===== src/rtl/instr_register_pkg.sv =====
// Shared types for the instruction register and its load sequencer.
package instr_register_pkg;

  localparam int unsigned REG_DEPTH  = 32;
  localparam int unsigned ADDR_W     = 5;
  localparam int unsigned OPERAND_W  = 32;
  localparam int unsigned WR_COUNT_W = 6;

  typedef enum logic [3:0] {
    ZERO, PASSA, PASSB, ADD, SUB, MULT, DIV, MOD
  } opcode_t;

  typedef logic signed [OPERAND_W-1:0] operand_t;
  typedef logic [ADDR_W-1:0]           address_t;

  typedef struct packed {
    opcode_t  opc;
    operand_t op_a;
    operand_t op_b;
  } seq_entry_t;

  typedef enum logic {
    DRAIN,
    HALT
  } seq_state_t;

endpackage


===== src/rtl/instr_load_sequencer_fifo.sv =====
// Power-of-two circular FIFO of sequencer entries with synchronous flush.
module instr_seq_fifo
  import instr_register_pkg::*;
#(
  parameter int unsigned DEPTH = 4,
  localparam int unsigned PTR_W = (DEPTH > 1) ? $clog2(DEPTH) : 1,
  localparam int unsigned CNT_W = PTR_W + 1
) (
  input  logic             clk,
  input  logic             rst_n,
  input  logic             i_flush,
  input  logic             i_push,
  input  seq_entry_t       i_push_data,
  input  logic             i_pop,
  output seq_entry_t       o_head_c,
  output logic             o_full_c,
  output logic             o_empty_c,
  output logic [CNT_W-1:0] o_count
);

  seq_entry_t       r_mem [DEPTH];
  logic [PTR_W-1:0] r_wr_ptr;
  logic [PTR_W-1:0] r_rd_ptr;
  logic             w_push;
  logic             w_pop;

  assign o_full_c  = (o_count == CNT_W'(DEPTH));
  assign o_empty_c = (o_count == '0);
  assign o_head_c  = r_mem[r_rd_ptr];
  assign w_push    = i_push && !o_full_c && !i_flush;
  assign w_pop     = i_pop && !o_empty_c && !i_flush;

  always_ff @(posedge clk) begin
    if (w_push) r_mem[r_wr_ptr] <= i_push_data;
  end

  always_ff @(posedge clk or negedge rst_n) begin
    if (!rst_n) begin
      r_wr_ptr <= '0;
      r_rd_ptr <= '0;
      o_count  <= '0;
    end else if (i_flush) begin
      r_wr_ptr <= '0;
      r_rd_ptr <= '0;
      o_count  <= '0;
    end else begin
      if (w_push) r_wr_ptr <= r_wr_ptr + PTR_W'(1);
      if (w_pop)  r_rd_ptr <= r_rd_ptr + PTR_W'(1);
      case ({w_push, w_pop})
        2'b10:   o_count <= o_count + CNT_W'(1);
        2'b01:   o_count <= o_count - CNT_W'(1);
        default: o_count <= o_count;
      endcase
    end
  end

endmodule


===== src/rtl/instr_load_sequencer.sv =====
// Buffers incoming instructions and streams them into the instruction register.
// Define INSTR_SEQ_NOWRAP_EN to halt after the register file is filled once.
module instr_load_sequencer
  import instr_register_pkg::*;
#(
  parameter int unsigned FIFO_DEPTH = 4
) (
  input  logic                  clk,
  input  logic                  reset_n,
  input  logic                  in_valid,
  output logic                  in_ready,
  input  opcode_t               in_opcode,
  input  operand_t              in_operand_a,
  input  operand_t              in_operand_b,
  input  logic                  flush,
  output logic                  load_en,
  output address_t              write_pointer,
  output opcode_t               opcode,
  output operand_t              operand_a,
  output operand_t              operand_b,
  output logic [WR_COUNT_W-1:0] wr_count,
  output logic                  full_stop
);

  localparam int unsigned CNT_W = ((FIFO_DEPTH > 1) ? $clog2(FIFO_DEPTH) : 1) + 1;

  seq_state_t       r_state;
  seq_state_t       w_state_nxt;
  seq_entry_t       w_in_entry;
  seq_entry_t       w_head;
  logic             w_full;
  logic             w_empty;
  logic [CNT_W-1:0] w_count;
  logic             w_push;
  logic             w_pop;
  logic             w_last_load;
  logic             w_hold_ptr;

`ifdef INSTR_SEQ_NOWRAP_EN
  // The load of the last register slot is in flight: no further pops.
  assign w_last_load = load_en && (write_pointer == address_t'(REG_DEPTH - 1));
  assign w_hold_ptr  = (write_pointer == address_t'(REG_DEPTH - 1));
  assign full_stop   = (r_state == HALT);
`else
  assign w_last_load = 1'b0;
  assign w_hold_ptr  = 1'b0;
  assign full_stop   = 1'b0;
`endif

  assign in_ready   = reset_n && (w_count < CNT_W'(FIFO_DEPTH)) && !full_stop;
  assign w_push     = in_valid && in_ready && !w_full && !flush;
  assign w_in_entry = '{opc: in_opcode, op_a: in_operand_a, op_b: in_operand_b};

  instr_seq_fifo #(
    .DEPTH(FIFO_DEPTH)
  ) u_fifo (
    .clk        (clk),
    .rst_n      (reset_n),
    .i_flush    (flush),
    .i_push     (w_push),
    .i_push_data(w_in_entry),
    .i_pop      (w_pop),
    .o_head_c   (w_head),
    .o_full_c   (w_full),
    .o_empty_c  (w_empty),
    .o_count    (w_count)
  );

  always_ff @(posedge clk or negedge reset_n) begin
    if (!reset_n) r_state <= DRAIN;
    else          r_state <= w_state_nxt;
  end

  always_comb begin
    w_state_nxt = r_state;
    w_pop       = 1'b0;
    case (r_state)
      DRAIN: begin
        w_pop = !w_empty && !flush && !w_last_load;
        if (!flush && w_last_load) w_state_nxt = HALT;
      end
      HALT: begin
        if (flush) w_state_nxt = DRAIN;
      end
      default: w_state_nxt = DRAIN;
    endcase
  end

  // Write port to the instruction register; pointer advances after each load.
  always_ff @(posedge clk or negedge reset_n) begin
    if (!reset_n) begin
      load_en       <= 1'b0;
      write_pointer <= '0;
      opcode        <= ZERO;
      operand_a     <= '0;
      operand_b     <= '0;
      wr_count      <= '0;
    end else if (flush) begin
      load_en       <= 1'b0;
      write_pointer <= '0;
      wr_count      <= '0;
    end else begin
      load_en <= w_pop;
      if (w_pop) begin
        opcode    <= w_head.opc;
        operand_a <= w_head.op_a;
        operand_b <= w_head.op_b;
      end
      if (load_en) begin
        if (!w_hold_ptr) write_pointer <= write_pointer + address_t'(1);
        if (wr_count < WR_COUNT_W'(REG_DEPTH)) wr_count <= wr_count + WR_COUNT_W'(1);
      end
    end
  end

endmodule


===== config.mk =====
export PLATFORM = sky130hd
export DESIGN_NAME = instr_load_sequencer
export DESIGN_NICKNAME = d
export VERILOG_FILES = /design/src/rtl/instr_register_pkg.sv /design/src/rtl/instr_load_sequencer_fifo.sv /design/src/rtl/instr_load_sequencer.sv
export SDC_FILE = /design/constraint.sdc
export NUM_CORES = 1
export LEC_CHECK = 0
export CAP_MARGIN = 0
export CORE_MARGIN = 1
export CORE_UTILIZATION = 54
export CTS_CLUSTER_SIZE = 12
export DETAILED_ROUTE_END_ITERATION = 8
export GPL_ROUTABILITY_DRIVEN = 0
export PLACE_DENSITY = 0.87
export SYNTH_ARGS = -nofsm -noshare
export SYNTH_HDL_FRONTEND = slang
export SYNTH_SLANG_ARGS = --single-unit

===== constraint.sdc =====
create_clock -name clk -period 3.4 [get_ports clk]
set_clock_uncertainty 0.1 [all_clocks]
set_input_delay 0.68 -clock clk [delete_from_list [all_inputs] [get_ports clk]]
set_output_delay 0.68 -clock clk [all_outputs]
set_load 0.005 [all_outputs]

=== Yosys cells after proc, flatten, opt, wreduce, memory -nomap -nowiden ===
Memory sizes are Yosys's and may differ from the RTL's. A register that Yosys moved wholly into a read port is not among the register bits.
Index checks and enable logic that the tools add are counted.

* Flip-flop bits (word level): 20
* Memory bits (writable): 272
* Input bits: 72
* Output and inout port bits: 82
* Logic and storage cells: 59
* Memories kept: 1

{| class="wikitable"
|+ Memories
! memory !! words !! width !! rd ports !! clocked after memory_dff !! wr ports !! RTL line !! text
|-
| u_fifo.r_mem || 4 || 68 || 1 || 1 || 1 || instr_load_sequencer_fifo.sv:21 || <nowiki>seq_entry_t r_mem [DEPTH];</nowiki>
|}

* Add/subtract/negate cells: 6
* $lt $le $gt $ge: 2
* Equality and inequality tests: 3
* Multiplexer cells: 17
* Bitwise gates (word level): 2
* Reduce and logical (&&, ||, !) cells: 21

{| class="wikitable"
|+ Operators by type and width
! kind !! count
|-
| two-way mux 6 bit || 3
|-
| two-way mux 5 bit || 2
|-
| logical AND 1 bit || 9
|-
| two-way mux 2 bit || 4
|-
| nonzero test 2 bit || 4
|-
| adder 6 x 1 -> 6 bit, second input constant || 1
|-
| < comparator 6 bit, second input constant || 1
|-
| case mux 3 bit (2 select lines) || 1
|-
| adder 5 x 1 -> 5 bit, second input constant || 1
|-
| two-way mux 1 bit || 5
|-
| adder 2 x 1 -> 2 bit, second input constant || 2
|-
| zero test 1 bit || 4
|-
| AND reduction 2 bit || 2
|-
| adder 3 x 1 -> 3 bit, second input constant || 1
|-
| == test 3 bit, second input constant || 1
|-
| zero test 3 bit || 1
|-
| < comparator 3 bit, second input constant || 1
|-
| two-way mux 3 bit || 1
|-
| nonzero test 3 bit || 1
|-
| subtractor 3 x 1 -> 3 bit, second input constant || 1
|-
| == test 2 x 1 -> 1 bit, second input constant || 1
|-
| == test 2 bit, second input constant || 1
|-
| inverter 1 bit || 2
|-
| case mux 1 bit (2 select lines) || 1
|}

=== Logic depth before layout (Yosys ltp) ===
Gate-level depths: netlist of run 1.

* Depth after elaboration: 10
* Depth in mapped cells: 8
* Depth with buffers taken out: 7

=== By module ===
From an unflattened synthesis of run 1, not the netlist that was laid out.

* Cells, all modules: 621
* Area, all modules: 13599.3 µm²

{| class="wikitable"
|+ By module, submodules not included
! module !! times used !! cells an instance !! area an instance (µm²) !! seq. area each (µm²)
|-
| instr_seq_fifo || 1 || 420 || 10453.8 || 8343.0
|-
| instr_load_sequencer || 1 || 201 || 3145.5 || 2026.9
|}

=== Least setup slack after synthesis of run 1 ===
No wires, ideal clock.

* Path kind: input to register
* From: in in_valid
* To: mem u_fifo.r_mem[0][0] in the netlist's numbering, enable pin
* Library setup time: 0.433 ns
* Arrival time: 2.746 ns
* Setup slack: 0.120 ns
* Stages: 3
* Buffers on the path: 0
* Cells stage by stage: nand3b_1 nor2_1 and2_1

* Cells in the longest elaborated chain, start to end: 7

{| class="wikitable"
|+ Ends and longest elaborated chain
! what !! RTL line !! text
|-
| start, declared || instr_load_sequencer.sv:10 || <nowiki>input logic in_valid,</nowiki>
|-
| logical AND 1 bit (3 in a row) || instr_load_sequencer.sv:51 || <nowiki>assign w_push = in_valid && in_ready && !w_full && !flush;</nowiki>
|-
| logical AND 1 bit (2 in a row) || instr_load_sequencer_fifo.sv:30 || <nowiki>assign w_push = i_push && !o_full_c && !i_flush;</nowiki>
|-
| two-way mux 1 bit || instr_load_sequencer_fifo.sv:34 || <nowiki>if (w_push) r_mem[r_wr_ptr] <= i_push_data;</nowiki>
|-
| two-way mux 1 bit (not written as such) || instr_load_sequencer_fifo.sv:34 ||
|-
| end, declared || instr_load_sequencer_fifo.sv:21 ||
|}

Every way passes these cells.

=== Final worst setup path of run 1 ===
* From: in reset_n
* To: out in_ready

* Cells in the longest elaborated chain, start to end: 1

{| class="wikitable"
|+ Ends and longest elaborated chain
! what !! RTL line !! text
|-
| start, declared || instr_load_sequencer.sv:9 || <nowiki>input logic reset_n,</nowiki>
|-
| logical AND 1 bit || instr_load_sequencer.sv:50 || <nowiki>assign in_ready = reset_n && (w_count < CNT_W'(FIFO_DEPTH)) && !full_stop;</nowiki>
|-
| end, declared || instr_load_sequencer.sv:11 || <nowiki>output logic in_ready,</nowiki>
|}

Every way passes these cells.

==> results of run 1 <==
## metrics by stage
stage / instance area (um2) / std cells / hold slack (ns) / utilization (%)
floorplan: 13780 / 605 / 0.2844 / -
global placement: 15800 / 1084 / 0.3986 / 62.91
detailed placement: 15800 / 1084 / 0.3943 / 62.91
CTS: 16970 / 1152 / 0.4144 / 67.59
global route: 16970 / 1152 / 0.4235 / 67.59
finish: 16970 / 1153 / 0.4084 / 67.60
## worst max-delay path, stage by stage
cell and delay [ns]:
dlygate4sd3_1 0.56, buf_4 0.30, and2b_1 0.25, clkdlybuf4s50_1 0.53
## cell type report
class                           instances  area (um2)  area share [%]
Clock buffer                           57        1064           6.266
Tap cell                              330       412.9           2.433
Timing Repair Buffer                  177        1834           10.81
Antenna cell                            1       2.502         0.01474
Clock inverter                         10       100.1          0.5898
Sequential cell                       360       10380           61.14
Multi-Input combinational cell        214        3162           18.63
Inverter                                4       20.02          0.1180
## registers in the layout (all words and copies together), names as in the netlist
register	cells
load_en	1
opcode	4
operand_a	32
operand_b	32
r_state	1
u_fifo.o_count	3
u_fifo.r_mem	272
u_fifo.r_rd_ptr	2
u_fifo.r_wr_ptr	2
wr_count	6
write_pointer	5
## worst min path at each step
stage | end | startpoint | slack (ns)
6_report | operand_b[31] | operand_b[31] | 0.41
5_1_grt | operand_a[7] | operand_a[7] | 0.42
4_1_cts | operand_a[7] | operand_a[7] | 0.41
3_5_place_dp | operand_a[1] | operand_a[1] | 0.39
3_3_place_gp | operand_a[13] | operand_a[13] | 0.40
2_1_floorplan | load_en | reset_n | 0.28
## cells in the final DEF (no fill, tap or decap), drive strengths merged, types with 5 or more instances in the layout
cell type,count
edfxtp,272
clkdlybuf4s50,151
dfrtp,88
mux2,69
mux4,68
clkbuf,57
buf,25
nor2,13
nand2,9
clkinv,7
ha,6
a21oi,5
xor2,5
inv,5
## cells by family after synthesis
logic type	synth area share, %
DFF	75.23
and+or+nand+nor	1.715
xor gates and xnor gates	0.5083
muxes	19.38
AOI/OAI and AO/OA	0.5447
buffers and inverters	1.906
adders and majority gates	0.6898
other	0.02720
## report_power, final
| part | leakage (uW) | internal (uW) | switching (uW) | total, uW |
|---|---|---|---|---|
| combinational | 0.00188 | 1780 | 774 | 2550 |
| sequential | 0.00353 | 5240 | 391 | 5630 |
| clock | 0.000567 | 2310 | 1560 | 3870 |
| total | 0.00598 | 9320 | 2730 | 12000 |
## repair_timing
action | 4_1_cts | 5_1_grt
hold buffers | 1 | 0
endpoints found under the hold margin | 16 | 0
endpoints found under the setup margin | 0 | 0
## per-layer routing
metal | vias up | wire length, um | GRT usage, %
li1 | 2820 | - | -
met1 | 3341 | 10800 | 26.91
met2 | 199 | 12580 | 33.48
met3 | 34 | 1587 | 4.622
met4 | 2 | 351 | 4.545
met5 | - | 11 | 0
==> results.cfg, run 1 <==
[clock_tree]
clk_path_buf_depth = 3
htree_num_levels = 2
worstSkewPairLatency_ns = 0.51
cts_buffers = 38
numClockSinks = 360
cts_root_buffer = clkbuf_16
cts_resized = 0
cts_tree = built
clkTransAtPathRegs_ns = 0.06
post_cts_buffers = 0

[floorplan]
core_um2 = 25110
num_rows = 58
ios = 154
die_h_um = 161.8
initial_core_util_pct = 54.90
fp.dieW_um = 161.8
dieArea_um2 = 26170

[final_layout]
fillers = 1606
drive_gt1_share_pct = 24.45
nets = 874
area_delta_synth_final_pct = 23.13

[power_and_ir_drop]
power_density_nw_per_um2 = 709.8
fin_total_pwr_uw = 12050
p_leak_uw = 0.005982
vdd_drop_max_v = 0.0005279

[synth]
synth_fp_nets = 684
synthTopCellsByCount = edfxtp_1, dfrtp_1, mux2_4
avgSynthCellArea_um2 = 22.78
synth.area.top_cells = edfxtp_1, dfrtp_1, mux4_2
synthArstFlopShare_pct = 24.44
yosysTopAreaCellShare_pct = 59.25
synth_area_um2 = 13780
syn-instance-count = 605
yosysSeqAreaShare_pct = 75.23
synth_edf_count = 272
ys_warn_count = 0
synth.largest_area_cell = edfxtp_1
synth.most_common_cell = edfxtp_1
ys.flop_type = edfxtp_1
synth_seq_cells = 360
netlist-cell-type-count = 40

[timing]
fin_crit_ns = 3.102
tightest_slew_ns = 0.7695
finalCritPeriodShare_pct = 91.23
hold_violations = 0
slew_viol_final = 0
setup_ws_ns = 0.2981
setup-violations-final = 0
fmax_mhz = 322.4
maxSlewHeadroom_pct = 48.70
final.setup.tns_ns = 0
rsz0062_at_grt = false

[critical_path]
reg2reg_slack_ns = 1.27
start_kind = input pin
critPathMaxFanout = 20
endpoint_kind = output port
cp.required_ns = 2.62
startpoint = reset_n
reg2reg_from = u_fifo.r_rd_ptr[0]
critPathKind = input pin to output port
arrival_ns = 2.32
r2r_cells = 3
cp-endpoint = in_ready
r2r-end = operand_b[18]

[global_route]
overflow = 0
grt_pass1_vias = 7003
grt_max_degree = 52
antenna_found_initial = 1
grt_util_all_layers_pct = 20.00
grt_pass1_wl_um = 39390

[run_status]
outcome = complete, no violations

[route]
remaining_drc_errors = 0
firstDrtPassIters = 4
drt-wirelength-per-cell_um = 21.97
dr.first_iter.drc_count = 411
drtAntennaViolNets = 0
vias_per_cell = 5.547
finalWirelength_um = 25330
vias = 6396

[placement]
io_buffers = 152
place_ws_ns = 0.5070
dp_hpwl_um = 15470

[hold_path]
hold_depth = 1
min_path_type = flop to flop

[run]
maxCapViolCount = 0
Note: power is estimated with default switching activity, not from simulation.
==> run 2: changes to the inputs <==
--- a/config.mk
+++ b/config.mk
@@ -6,6 +6,7 @@
 export NUM_CORES = 1
 export LEC_CHECK = 0
 export CAP_MARGIN = 0
+export CORE_ASPECT_RATIO = 0.7
 export CORE_MARGIN = 1
 export CORE_UTILIZATION = 54
 export CTS_CLUSTER_SIZE = 12
==> run 2 against run 1 <==
  * Register-to-register slack worse by 0.25 ns
  * Sequential cell count unchanged
  * Fmax is 21% higher
  * Worst setup slack better by 0.54 ns
  * The flow now finishes with violations (DRC)
  * Combinational power shrank 2%
  * Critical endpoint unchanged
  * Die area hardly changed
  * Global-route usage is 1.1 points higher
==> results.cfg, run 2 (same netlist as run 1, synthesis figures left out) <==
[critical_path]
reg2reg_slack_ns = 1.02
r2r_cells = 7
arrival_ns = 1.78
r2r-end = u_fifo.o_count[1]
start_kind = flop
endpoint_kind = output port
critPathMaxFanout = 5
reg2reg_from = u_fifo.o_count[2]
cp.required_ns = 2.62
critPathKind = flop to output port

[timing]
hold_violations = 0
rsz0062_at_grt = false
fmax_mhz = 391.0
setup-violations-final = 0
slew_viol_final = 0
maxSlewHeadroom_pct = 33.22
final.setup.tns_ns = 0
timing.hold.ws_ns = 0.1991
tightest_slew_ns = 1.002
fin_crit_ns = 2.557
finalCritPeriodShare_pct = 75.21

[route]
finalWirelength_um = 26660
firstDrtPassIters = 7
dr.first_iter.drc_count = 482
vias = 6466
drt-wirelength-per-cell_um = 23.38
vias_per_cell = 5.672
drtAntennaViolNets = 0
remaining_drc_errors = 18

[clock_tree]
cts_tree = built
cts_hold_buf = 0
cts_root_buffer = clkbuf_16
post_cts_buffers = 0
clk_path_buf_depth = 3
cts_resized = 0
clkTransAtPathRegs_ns = 0.06
htree_num_levels = 2
cts_buffers = 36
numClockSinks = 360
worstSkewPairLatency_ns = 0.51

[floorplan]
core_um2 = 24860
ios = 154
dieArea_um2 = 26180
initial_core_util_pct = 55.44
fp.dieW_um = 193.0
num_rows = 48
die_h_um = 135.7

[global_route]
overflow = 0
grt_pass1_vias = 6980
grt_max_degree = 71
grt_util_all_layers_pct = 21.13
grt_pass1_wl_um = 40480
antenna_found_initial = 3

[run_status]
violations = DRC
outcome = complete, but fails checks

[final_layout]
layout_commonest_cell = edfxtp_1
regMostFlops = u_fifo.r_mem
nets = 867
area_delta_synth_final_pct = 21.73
reg_top3 = u_fifo.r_mem (272), operand_a (32), operand_b (32)
final_cell_mix = edfxtp_1, clkdlybuf4s50_1, dfrtp_1, mux2_4, mux4_2
largest_reg_flops = 272
drive_gt1_share_pct = 23.40

[power_and_ir_drop]
power_density_nw_per_um2 = 704.7
vdd_drop_max_v = 0.0005081
p_leak_uw = 0.005890

[run]
maxCapViolCount = 0

[hold_path]
min_path_type = input pin to asynchronous set/reset pin

[placement]
io_buffers = 152
dp_hpwl_um = 16610
[run 2: cell count changes in the layout (fill, tap and decap cells not counted), sizes merged]
cell / change
clkinv: -6
buf: -4
clkbuf: +4
bufinv: -2
diode: +2
dlygate4sd3: -1
inv: -1
[run 2: worst max-delay path: stages, from the launching register on]
cell and delay [ns]:
dfrtp_1 0.42, and2b_1 0.31, clkdlybuf4s50_1 0.54
[run 2: through the flow]
stage	setup slack [ns]	utilization [%]	power, uW	instances	cell area, um2
after floorplan	0.1203	-	6996	605	13780
after global placement	0.6867	63.18	8201	1075	15710
after detailed placement	0.4915	63.18	8296	1075	15710
after CTS	0.8383	67.46	11960	1137	16770
after global routing	0.7988	67.46	12290	1137	16770
final	0.8428	67.49	11820	1140	16780
[run 2: power breakdown]
group / internal [uW] / switching [uW]
sequential: 5230 / 465
combinational: 1770 / 741
clock: 2110 / 1510
[run 2: worst max path at each step]
| stage | slack [ns] | depth (start not counted) | to | startpoint |
|---|---|---|---|---|
| 2_1_floorplan | 0.12 | 3 | u_fifo.r_mem[0][0] | in_valid |
| 3_3_place_gp | 0.69 | 5 | u_fifo.r_mem[1][52] | flush |
| 3_5_place_dp | 0.49 | 8 | u_fifo.o_count[1] | flush |
| 4_1_cts | 0.84 | 2 | in_ready | u_fifo.o_count[2] |
| 5_1_grt | 0.80 | 2 | in_ready | u_fifo.o_count[2] |
| 6_report | 0.84 | 2 | in_ready | u_fifo.o_count[2] |
[run 2: layer usage]
layer	GRT usage, %	routed length (um)	vias to the layer above
met1	27.70	10860	3390
met3	5.361	1870	45
met5	0	15	-
li1	-	-	2810
met2	35.54	13460	219
met4	5.425	444	2
[run 2: area by class of cell]
cell class              instances  area, um2
fillers                      1564       8084
multi-input cells             214       3162
repair buffers                172       1744
inverters                       4      20.02
flip-flops and latches        360      10380
well taps                     325      406.6
clock buffers                  61       1057
clock inverters                 1      5.005
diodes                          3      7.507
